$ cat src/rtl/combat_pkg.sv
// Shared encodings for the fighting-game players and the hit resolver:
// player state codes, round state, winner, and box-normalisation helpers.
package combat_pkg;

    typedef enum logic [3:0] {
        ST_IDLE         = 4'd0,
        ST_WALK_FWD     = 4'd1,
        ST_WALK_BACK    = 4'd2,
        ST_ATTACK_START = 4'd3,
        ST_ATTACK_END   = 4'd4,
        ST_ATTACK_PULL  = 4'd5
    } player_state_e;

    typedef enum logic [1:0] {
        RS_READY = 2'd0,
        RS_FIGHT = 2'd1,
        RS_KO    = 2'd2
    } round_state_e;

    typedef enum logic [1:0] {
        WIN_NONE = 2'd0,
        WIN_P1   = 2'd1,
        WIN_P2   = 2'd2,
        WIN_DRAW = 2'd3
    } winner_e;

    localparam int COORD_W  = 10;
    localparam int HEALTH_W = 8;

    function automatic logic [COORD_W-1:0] min_c(input logic [COORD_W-1:0] a,
                                                  input logic [COORD_W-1:0] b);
        return (a < b) ? a : b;
    endfunction

    function automatic logic [COORD_W-1:0] max_c(input logic [COORD_W-1:0] a,
                                                  input logic [COORD_W-1:0] b);
        return (a > b) ? a : b;
    endfunction

endpackage

$ cat src/rtl/box_overlap.sv
// Inclusive overlap test of two axis-aligned boxes whose corners may be given
// in either order on each axis.
module box_overlap
    import combat_pkg::*;
(
    input  logic [COORD_W-1:0] a_x1,
    input  logic [COORD_W-1:0] a_x2,
    input  logic [COORD_W-1:0] a_y1,
    input  logic [COORD_W-1:0] a_y2,
    input  logic [COORD_W-1:0] b_x1,
    input  logic [COORD_W-1:0] b_x2,
    input  logic [COORD_W-1:0] b_y1,
    input  logic [COORD_W-1:0] b_y2,
    output logic               overlap
);

    logic x_ok;
    logic y_ok;

    assign x_ok = (min_c(a_x1, a_x2) <= max_c(b_x1, b_x2)) &&
                  (min_c(b_x1, b_x2) <= max_c(a_x1, a_x2));
    assign y_ok = (min_c(a_y1, a_y2) <= max_c(b_y1, b_y2)) &&
                  (min_c(b_y1, b_y2) <= max_c(a_y1, a_y2));
    assign overlap = x_ok && y_ok;

endmodule

$ cat src/rtl/hit_resolver.sv
// Resolves hitbox/hurtbox contacts between two players, owning health, hitstun
// and the READY/FIGHT/KO round flow.
module hit_resolver
    import combat_pkg::*;
#(
    parameter int MAX_HEALTH  = 100,
    parameter int DAMAGE      = 10,
    parameter int STUN_CYCLES = 12,
    parameter int START_DELAY = 60,
    parameter int KO_HOLD     = 120
) (
    input  logic                clk,
    input  logic                rst,
    input  logic [3:0]          p1_state,
    input  logic [3:0]          p2_state,
    input  logic [COORD_W-1:0]  p1_hit_x1,
    input  logic [COORD_W-1:0]  p1_hit_x2,
    input  logic [COORD_W-1:0]  p1_hit_y1,
    input  logic [COORD_W-1:0]  p1_hit_y2,
    input  logic [COORD_W-1:0]  p2_hit_x1,
    input  logic [COORD_W-1:0]  p2_hit_x2,
    input  logic [COORD_W-1:0]  p2_hit_y1,
    input  logic [COORD_W-1:0]  p2_hit_y2,
    input  logic [COORD_W-1:0]  p1_hurt_x1,
    input  logic [COORD_W-1:0]  p1_hurt_x2,
    input  logic [COORD_W-1:0]  p1_hurt_y1,
    input  logic [COORD_W-1:0]  p1_hurt_y2,
    input  logic [COORD_W-1:0]  p2_hurt_x1,
    input  logic [COORD_W-1:0]  p2_hurt_x2,
    input  logic [COORD_W-1:0]  p2_hurt_y1,
    input  logic [COORD_W-1:0]  p2_hurt_y2,
    output logic [HEALTH_W-1:0] p1_health,
    output logic [HEALTH_W-1:0] p2_health,
    output logic                p1_hit,
    output logic                p2_hit,
    output logic                p1_stun,
    output logic                p2_stun,
    output logic [1:0]          round_state,
    output logic [1:0]          winner
);

    localparam int RC_MAX = (START_DELAY > KO_HOLD) ? START_DELAY : KO_HOLD;
    localparam int RC_W   = $clog2(RC_MAX + 1);
    localparam int SC_W   = $clog2(STUN_CYCLES + 1);

    round_state_e        round_q, round_d;
    winner_e             winner_q, winner_d;
    logic [RC_W-1:0]     rcnt_q, rcnt_d;
    logic [SC_W-1:0]     stun1_q, stun1_d, stun2_q, stun2_d;
    logic [HEALTH_W-1:0] health1_q, health1_d, health2_q, health2_d;
    logic                hit1_q, hit1_d, hit2_q, hit2_d;
    logic                landed1_q, landed1_d, landed2_q, landed2_d;

    logic ovl_p1_on_p2, ovl_p2_on_p1;
    logic act1, act2;
    logic hit_on_p1, hit_on_p2;

    box_overlap u_ovl_p1_on_p2 (
        .a_x1(p1_hit_x1), .a_x2(p1_hit_x2), .a_y1(p1_hit_y1), .a_y2(p1_hit_y2),
        .b_x1(p2_hurt_x1), .b_x2(p2_hurt_x2), .b_y1(p2_hurt_y1), .b_y2(p2_hurt_y2),
        .overlap(ovl_p1_on_p2)
    );

    box_overlap u_ovl_p2_on_p1 (
        .a_x1(p2_hit_x1), .a_x2(p2_hit_x2), .a_y1(p2_hit_y1), .a_y2(p2_hit_y2),
        .b_x1(p1_hurt_x1), .b_x2(p1_hurt_x2), .b_y1(p1_hurt_y1), .b_y2(p1_hurt_y2),
        .overlap(ovl_p2_on_p1)
    );

    assign act1 = (p1_state == ST_ATTACK_END);
    assign act2 = (p2_state == ST_ATTACK_END);

    // The landed latch limits each swing to a single hit.
    assign hit_on_p2 = act1 && ovl_p1_on_p2 && (round_q == RS_FIGHT) && !landed1_q;
    assign hit_on_p1 = act2 && ovl_p2_on_p1 && (round_q == RS_FIGHT) && !landed2_q;

    always_ff @(posedge clk or posedge rst) begin
        if (rst) begin
            round_q   <= RS_READY;
            winner_q  <= WIN_NONE;
            rcnt_q    <= '0;
            stun1_q   <= '0;
            stun2_q   <= '0;
            health1_q <= HEALTH_W'(MAX_HEALTH);
            health2_q <= HEALTH_W'(MAX_HEALTH);
            hit1_q    <= 1'b0;
            hit2_q    <= 1'b0;
            landed1_q <= 1'b0;
            landed2_q <= 1'b0;
        end else begin
            round_q   <= round_d;
            winner_q  <= winner_d;
            rcnt_q    <= rcnt_d;
            stun1_q   <= stun1_d;
            stun2_q   <= stun2_d;
            health1_q <= health1_d;
            health2_q <= health2_d;
            hit1_q    <= hit1_d;
            hit2_q    <= hit2_d;
            landed1_q <= landed1_d;
            landed2_q <= landed2_d;
        end
    end

    always_comb begin
        round_d   = round_q;
        winner_d  = winner_q;
        rcnt_d    = rcnt_q;
        health1_d = health1_q;
        health2_d = health2_q;
        hit1_d    = 1'b0;
        hit2_d    = 1'b0;
        stun1_d   = (stun1_q != '0) ? stun1_q - 1'b1 : '0;
        stun2_d   = (stun2_q != '0) ? stun2_q - 1'b1 : '0;
        landed1_d = act1 && (landed1_q || hit_on_p2);
        landed2_d = act2 && (landed2_q || hit_on_p1);

        unique case (round_q)
            RS_READY: begin
                if (rcnt_q == RC_W'(START_DELAY - 1)) begin
                    round_d = RS_FIGHT;
                    rcnt_d  = '0;
                end else begin
                    rcnt_d = rcnt_q + 1'b1;
                end
            end
            RS_FIGHT: begin
                if (hit_on_p2) begin
                    hit2_d    = 1'b1;
                    stun2_d   = SC_W'(STUN_CYCLES);
                    health2_d = (health2_q > HEALTH_W'(DAMAGE)) ?
                                health2_q - HEALTH_W'(DAMAGE) : '0;
                end
                if (hit_on_p1) begin
                    hit1_d    = 1'b1;
                    stun1_d   = SC_W'(STUN_CYCLES);
                    health1_d = (health1_q > HEALTH_W'(DAMAGE)) ?
                                health1_q - HEALTH_W'(DAMAGE) : '0;
                end
                if (health1_d == '0 || health2_d == '0) begin
                    round_d = RS_KO;
                    rcnt_d  = '0;
                    if (health1_d == '0 && health2_d == '0) winner_d = WIN_DRAW;
                    else if (health2_d == '0)               winner_d = WIN_P1;
                    else                                    winner_d = WIN_P2;
                end
            end
            RS_KO: begin
                if (rcnt_q == RC_W'(KO_HOLD - 1)) begin
                    round_d   = RS_READY;
                    rcnt_d    = '0;
                    health1_d = HEALTH_W'(MAX_HEALTH);
                    health2_d = HEALTH_W'(MAX_HEALTH);
                    winner_d  = WIN_NONE;
                    landed1_d = 1'b0;
                    landed2_d = 1'b0;
                    stun1_d   = '0;
                    stun2_d   = '0;
                end else begin
                    rcnt_d = rcnt_q + 1'b1;
                end
            end
            default: begin
                round_d = RS_READY;
                rcnt_d  = '0;
            end
        endcase
    end

    assign p1_health   = health1_q;
    assign p2_health   = health2_q;
    assign p1_hit      = hit1_q;
    assign p2_hit      = hit2_q;
    assign p1_stun     = (stun1_q != '0);
    assign p2_stun     = (stun2_q != '0);
    assign round_state = round_q;
    assign winner      = winner_q;

endmodule

$ cat config.mk
export PLATFORM = sky130hd
export DESIGN_NAME = hit_resolver
export DESIGN_NICKNAME = d
export VERILOG_FILES = /design/src/rtl/combat_pkg.sv /design/src/rtl/box_overlap.sv /design/src/rtl/hit_resolver.sv
export SDC_FILE = /design/constraint.sdc
export NUM_CORES = 1
export LEC_CHECK = 0
export ABC_AREA = 0
export BUFFER_PORTS_ARGS = -buffer_cell sky130_fd_sc_hd__buf_2
export CORE_MARGIN = 2
export CORE_UTILIZATION = 50
export CTS_CLUSTER_DIAMETER = 60
export DETAILED_ROUTE_END_ITERATION = 10
export PLACE_DENSITY = 0.73
export SLEW_MARGIN = 20
export SYNTH_ARGS = -nofsm -noshare
export SYNTH_HDL_FRONTEND = slang
export SYNTH_SLANG_ARGS = --single-unit
export TNS_END_PERCENT = 5
$ cat constraint.sdc
create_clock -name clk -period 3.74 [get_ports clk]
set_input_delay 0.374 -clock clk [delete_from_list [all_inputs] [get_ports clk]]
set_output_delay 0.374 -clock clk [all_outputs]
set_load 0.02 [all_outputs]
* Yosys cells after proc, flatten, opt, wreduce, memory -nomap -nowiden
Index checks and enable logic that the tools add are counted.
Operators by class: add/sub/neg operators 5, magnitude comparators 26, equality and inequality tests 9, muxes and demuxes 53, reductions and logical operators 29
Operators with widths (count):
- $mux W10 | 16
- $gt A10 B10 Y1 | 8
- $le A10 B10 Y1 | 8
- $lt A10 B10 Y1 | 8
- $mux W8 | 7
- $pmux W8 S2 | 2
- $mux W4 | 6
- $mux W7 | 3
- $pmux W7 S3 | 1
- $gt A8 B4 Y1 const B | 2
- $logic_not A8 Y1 | 2
- $pmux W4 S2 | 2
- $sub A8 B4 Y8 const B | 2
- $logic_and A1 B1 Y1 | 15
- $mux W2 | 6
- $eq A4 B3 Y1 const B | 2
- $mux W1 | 8
- $reduce_bool A4 Y1 | 2
- $sub A4 B1 Y4 const B | 2
- $add A7 B1 Y7 const B | 1
- $eq A7 B6 Y1 const B | 1
- $eq A7 B7 Y1 const B | 1
- $pmux W2 S3 | 1
- $reduce_and A3 Y1 | 2
- other kinds (10) | 14
Word-level totals: bits in registers 39, bits of input ports 170, output and inout bits 24, logic and storage cells 133

* Longest topological paths before layout
depth in word-level cells 15, mapped depth 25, gate-level depth less buffers 23

* Cells and area by module
Synthesis repeated with hierarchy kept, for this count alone.
Unflattened totals: cells, all modules 1077, area total of the unflattened synthesis 8993.6 sq um
By module, submodules not included:
- box_overlap (u_ovl_p2_on_p1) | instances 1, cells an instance 407, area each 3311.9 sq um, seq. area each 0.0 sq um
- box_overlap (u_ovl_p1_on_p2) | instances 1, cells an instance 409, area each 3305.7 sq um, seq. area each 0.0 sq um
- hit_resolver | instances 1, cells an instance 261, area each 2376.0 sq um, seq. area each 983.4 sq um

* Worst setup path before layout
No wires, ideal clock.
path kind input port to flip-flop, from input port p2_hurt_y2[1], to register round_q[0], in the netlist round_state[0], setup time 0.125 ns, arrival time 4.636 ns, data required time 3.615 ns, path slack -1.021 ns, stages on the path 23, buffers on the path 1, cell sequence inv_1 -> ha_1 -> nor2b_1 -> o21a_1 -> o21a_1 -> o21a_1 -> o21ai_0 -> nand2b_1 -> a21oi_1 -> o21ai_0 -> clkbuf_1 -> mux2_2 -> ha_1 -> and3_1 -> a221oi_2 -> nand3_1 -> a32o_1 -> a2111o_1 -> mux2_4 -> a31o_1 -> nor2_2 -> nor2_1 -> mux2_4
On the way: cells in the longest elaborated chain, start to end 14, elaborated cells between the ends (all ways) 17, those cells by class 4 x order compare; 1 x eq/ne; 4 x mux; 8 x reduce/logical
RTL lines:
- start, declared | RTL line hit_resolver.sv:31 | input logic [COORD_W-1:0] p2_hurt_y2,
- $gt A10 B10 Y1 or $lt A10 B10 Y1 (tied branches) | RTL line combat_pkg.sv:37, combat_pkg.sv:32
- $mux W10 (on tied branches) | RTL line combat_pkg.sv:37, combat_pkg.sv:32
- $le A10 B10 Y1 (on tied branches) | RTL line box_overlap.sv:22, box_overlap.sv:23
- $logic_and A1 B1 Y1 * | RTL line box_overlap.sv:22 | assign y_ok = (min_c(a_y1, a_y2) <= max_c(b_y1, b_y2)) &&
- $logic_and A1 B1 Y1 * | RTL line box_overlap.sv:24 | assign overlap = x_ok && y_ok;
- $logic_and A1 B1 Y1 * (3 in a row) | RTL line hit_resolver.sv:74 | assign hit_on_p2 = act1 && ovl_p1_on_p2 && (round_q == RS_FIGHT) && !landed1_q;
- $mux W8 * | RTL line hit_resolver.sv:128 | if (hit_on_p2) begin
- $mux W8 * | RTL line hit_resolver.sv:118 | unique case (round_q)
- $logic_not A8 Y1 * | RTL line hit_resolver.sv:140 | if (health1_d == '0 || health2_d == '0) begin
- $logic_or A1 B1 Y1 * | RTL line hit_resolver.sv:140
- $ne A2 B1 Y1 (no line) *
- $reduce_and A3 Y1 (no line) *
- end signal, assigned | RTL line hit_resolver.sv:91 | round_q <= round_d;
- end, declared | RTL line hit_resolver.sv:46 | round_state_e round_q, round_d;
Every way passes the cells marked *; elsewhere a longest branch is shown, timed or not. The select of a mux whose other input is x is not followed. A chain may end at the register's enable or synchronous reset.

* Worst setup path in the final report
from input port p2_hurt_y1[0], to register round_q[0], in the netlist round_state[0]
On the way: cells in the longest elaborated chain, start to end 14, elaborated cells between the ends (all ways) 17, those cells by class 4 x order compare; 1 x eq/ne; 4 x mux; 8 x reduce/logical
RTL lines:
- start, declared | RTL line hit_resolver.sv:30 | input logic [COORD_W-1:0] p2_hurt_y1,
- $gt A10 B10 Y1 or $lt A10 B10 Y1 (tied branches) | RTL line combat_pkg.sv:37, combat_pkg.sv:32
- $mux W10 (on tied branches) | RTL line combat_pkg.sv:37, combat_pkg.sv:32
- $le A10 B10 Y1 (on tied branches) | RTL line box_overlap.sv:22, box_overlap.sv:23
- $logic_and A1 B1 Y1 * | RTL line box_overlap.sv:22
- $logic_and A1 B1 Y1 * | RTL line box_overlap.sv:24
- $logic_and A1 B1 Y1 * (3 in a row) | RTL line hit_resolver.sv:74
- $mux W8 * | RTL line hit_resolver.sv:128
- $mux W8 * | RTL line hit_resolver.sv:118
- $logic_not A8 Y1 * | RTL line hit_resolver.sv:140
- $logic_or A1 B1 Y1 * | RTL line hit_resolver.sv:140
- $ne A2 B1 Y1 (no line) *
- $reduce_and A3 Y1 (no line) *
Marks and branches as above.

==> qor.csv <==
metric,value,unit
Max VDD drop,251,uV
Max-cap violations,0,
Layout area overhead,46.3,%
dpl hpwl,19200,um
post-synth top area share,0.268,
capturing point of the worst reg2reg path,round_state[0],
Routed WL,24700,um
mux cell area share after synthesis,0.178,
most area-consuming cells after synthesis,"ha_1 (27%), dfrtp_1 (11%), mux2i_1 (9.7%), mux2_2 (7.7%), inv_1 (4.9%)",
RSZ-0062 raised after global routing,yes,
worst setup path class,input port to register,
first-pass GRT wire length,37900,um
Synth cell types,68,
Post-synth ARST share,1.00,
Worst Path Required,3.90,ns
drt drc,0,
CTS H-Tree Depth,2,
Final Max Slew Viols,0,
final hold vios,0,
complex-gate fraction of the synthesized area,0.203,
syn_area_per_cell,8.07,um2
Clock transition at path regs,0.06,ns
Post-Layout Cell Count,1558,
initial antenna violation count,0,
fin area,0.0113,mm2
die width,128,um
arrival time worst endpoint,4.91,ns
Max Root-Sink Buffers,2,
sequential-to-total area share from yosys stat,0.127,
slew of the pin with the lowest slew margin,0.800,ns
Vias,8811,
global route overflow,0,
Root Buffer,clkbuf_16,
Synth Instances,959,
GRT Total Usage,0.275,
final core occ,0.747,
Port Buffers,193,
DP Area,0.0104,mm2
crit path capture type,register,
fin crit share,1.27,
static leakage,6.03,nW
Post-Syn Area,0.00774,mm2
leading area contributor after synthesis,ha_1,
vias in the first global route,8360,
ANT cells,0,
CP Max Fanout,6,
Cell Rows,45,
max frequency,211,MHz
most common cell in the netlist,ha_1,
most frequent cells after synthesis,"ha_1 (166), inv_1 (101), mux2i_1 (75)",
worst reg2reg path depth,12,
Clock Sinks,39,
ratio of cells with drive above 1 in the final layout,0.423,
simple logic cell fraction of the synthesized area,0.158,
main combinational cell family by area after synthesis,adder cells,
Ports,194,
per-cell routed wire length,15.8,um
total die area,0.0165,mm2
RD Place Congestion,0.946,
Nets,1705,
worst reg2reg startpoint,round_state[1],
Ys Warns,0,
CTS tree,built,
crit path launch type,input port,
post-synthesis adder-cell area fraction,0.268,
register area,983,um2
Post-Synth XOR/XNOR Area,0.00226,
"EDFF count, synth",0,
latest clock arrival within the worst-skew pair,0.28,ns
multi-input combinational cell area,0.00681,mm2
TritonCTS buffer count,5,
DRT iter0 DRCs,533,
Die H,128,um
Max Clock Skew,0.00338,ns
Antenna Nets Post-Route,0,
status,"finished, violations left",
Initial Utilization,0.511,
hold_buf cts,0,
Worst Hold Slack,0.148,ns
Yosys reg bits,39,
Worst Hold Class,input port to asynchronous set/reset pin,
final setup vio count,39,
violations in the final reports,setup timing,
final worst setup slack,-1.01,ns
# fillers,1123,
DRT Pass-1 Iters,6,
dpl cells,1529,
Final min period,4.75,ns
final setup TNS,-22.58,ns
dominant synthesized flop cell,dfrtp_1,
Power Dens Cells,214,mW/mm2
routed vias/inst,5.66,
core area,0.0151,mm2
Worst slew margin,0.467,
R2R Setup Slk,0.65,ns
syn_nets,1295,
largest net degree at the start of global routing,28,
==> layer usage <==
metal	part of all wire	GRT usage	vias up	wire (um)
li1	-	-	4373	-
met1	0.44	0.365	4096	10900
met2	0.49	0.488	295	12000
met3	0.052	0.0241	47	1270
met4	0.020	0.0608	0	488
met5	0	0	-	0
==> how the worst max path moves through the flow <==
stage / from / to / slack [ns] / cells after the start
2_1_floorplan: p2_hurt_y2[1] / round_state[0] / -0.96 / 23
3_3_place_gp: p2_hit_x2[1] / round_state[0] / -1.49 / 25
3_5_place_dp: p2_hit_x2[1] / round_state[0] / -1.60 / 25
4_1_cts: p2_hurt_y2[1] / round_state[0] / -0.92 / 24
5_1_grt: p2_hurt_y1[0] / round_state[0] / -1.22 / 26
6_report: p2_hurt_y1[0] / round_state[0] / -1.01 / 26
==> logic make-up (layout without fill, tap and decap cells) <==
logic type,Yosys count,count (layout)
AOI/OAI and AO/OA,251,254
and+or+nand+nor,245,245
adders and majority gates,166,166
muxes,130,130
buffers and inverters,126,534
DFF,39,39
xor gates and xnor gates,2,2
==> final cells by class <==
cell class              instances  area share
multi-input cells             797       0.602
repair buffers                422       0.242
flip-flops and latches         39      0.0869
inverters                     104      0.0349
well taps                     188      0.0208
clock buffers                   8      0.0138
==> metrics by stage <==
stage               power [mW]  setup slack (ns)
global route              2.60             -1.22
global placement          1.71             -1.49
floorplan                 1.20            -0.956
finish                    2.42             -1.01
CTS                       2.31            -0.924
detailed placement        1.75             -1.60
==> what timing repair did <==
action                                  4_1_cts  5_1_grt
endpoints found under the setup margin       39       39
gates resized for setup                      75       62
pin swaps                                    29       31
cloned                                        2        3
buffers inserted                              5       11
==> where the power goes <==
part,switching (mW),leakage [nW],internal [mW]
Clock,0.158,0.0772,0.284
Sequential,0,0.489,0.422
Combinational,0.747,5.46,0.809
Total,0.904,6.03,1.52
==> registers in the layout, indices dropped and copies added (netlist names) <==
| name | count |
|---|---|
| landed1_q | 1 |
| landed2_q | 1 |
| p1_health | 8 |
| p1_hit | 1 |
| p2_health | 8 |
| p2_hit | 1 |
| rcnt_q | 7 |
| round_state | 2 |
| stun1_q | 4 |
| stun2_q | 4 |
| winner | 2 |
==> critical path, stage by stage <==
cell,delay (ns)
buf_2,0.12
inv_1,0.11
ha_2,0.22
nor2b_4,0.04
o21a_1,0.16
o21a_1,0.17
o21a_1,0.17
o21ai_1,0.12
nand2b_1,0.09
a21oi_2,0.18
o21ai_2,0.10
buf_6,0.15
mux2_4,0.31
ha_4,0.24
a21o_1,0.18
a221oi_2,0.28
nand3_1,0.14
a32o_2,0.32
buf_4,0.14
a211o_1,0.23
o31ai_2,0.24
buf_4,0.15
a31o_1,0.17
nor2_2,0.06
nor2_2,0.13
mux2_4,0.31
==> cells in the final DEF (no fill, tap or decap), drive strengths merged, types with 3 or more instances in the layout <==
master,count
o21a,17
and3,10
nand2b,14
and2,3
mux2,55
a21o,22
o211ai,7
nor3,13
ha,166
a31oi,8
buf,422
o31ai,10
nand4,25
mux2i,75
nor3b,3
nand2,73
nor2,52
a211oi,10
dfstp,6
inv,102
nand3b,3
nand3,20
nor2b,15
dfrtp,33
a21oi,58
clkbuf,8
o21ai,84
o31a,9
nor4,5
Note: power is estimated with default switching activity, not from simulation.
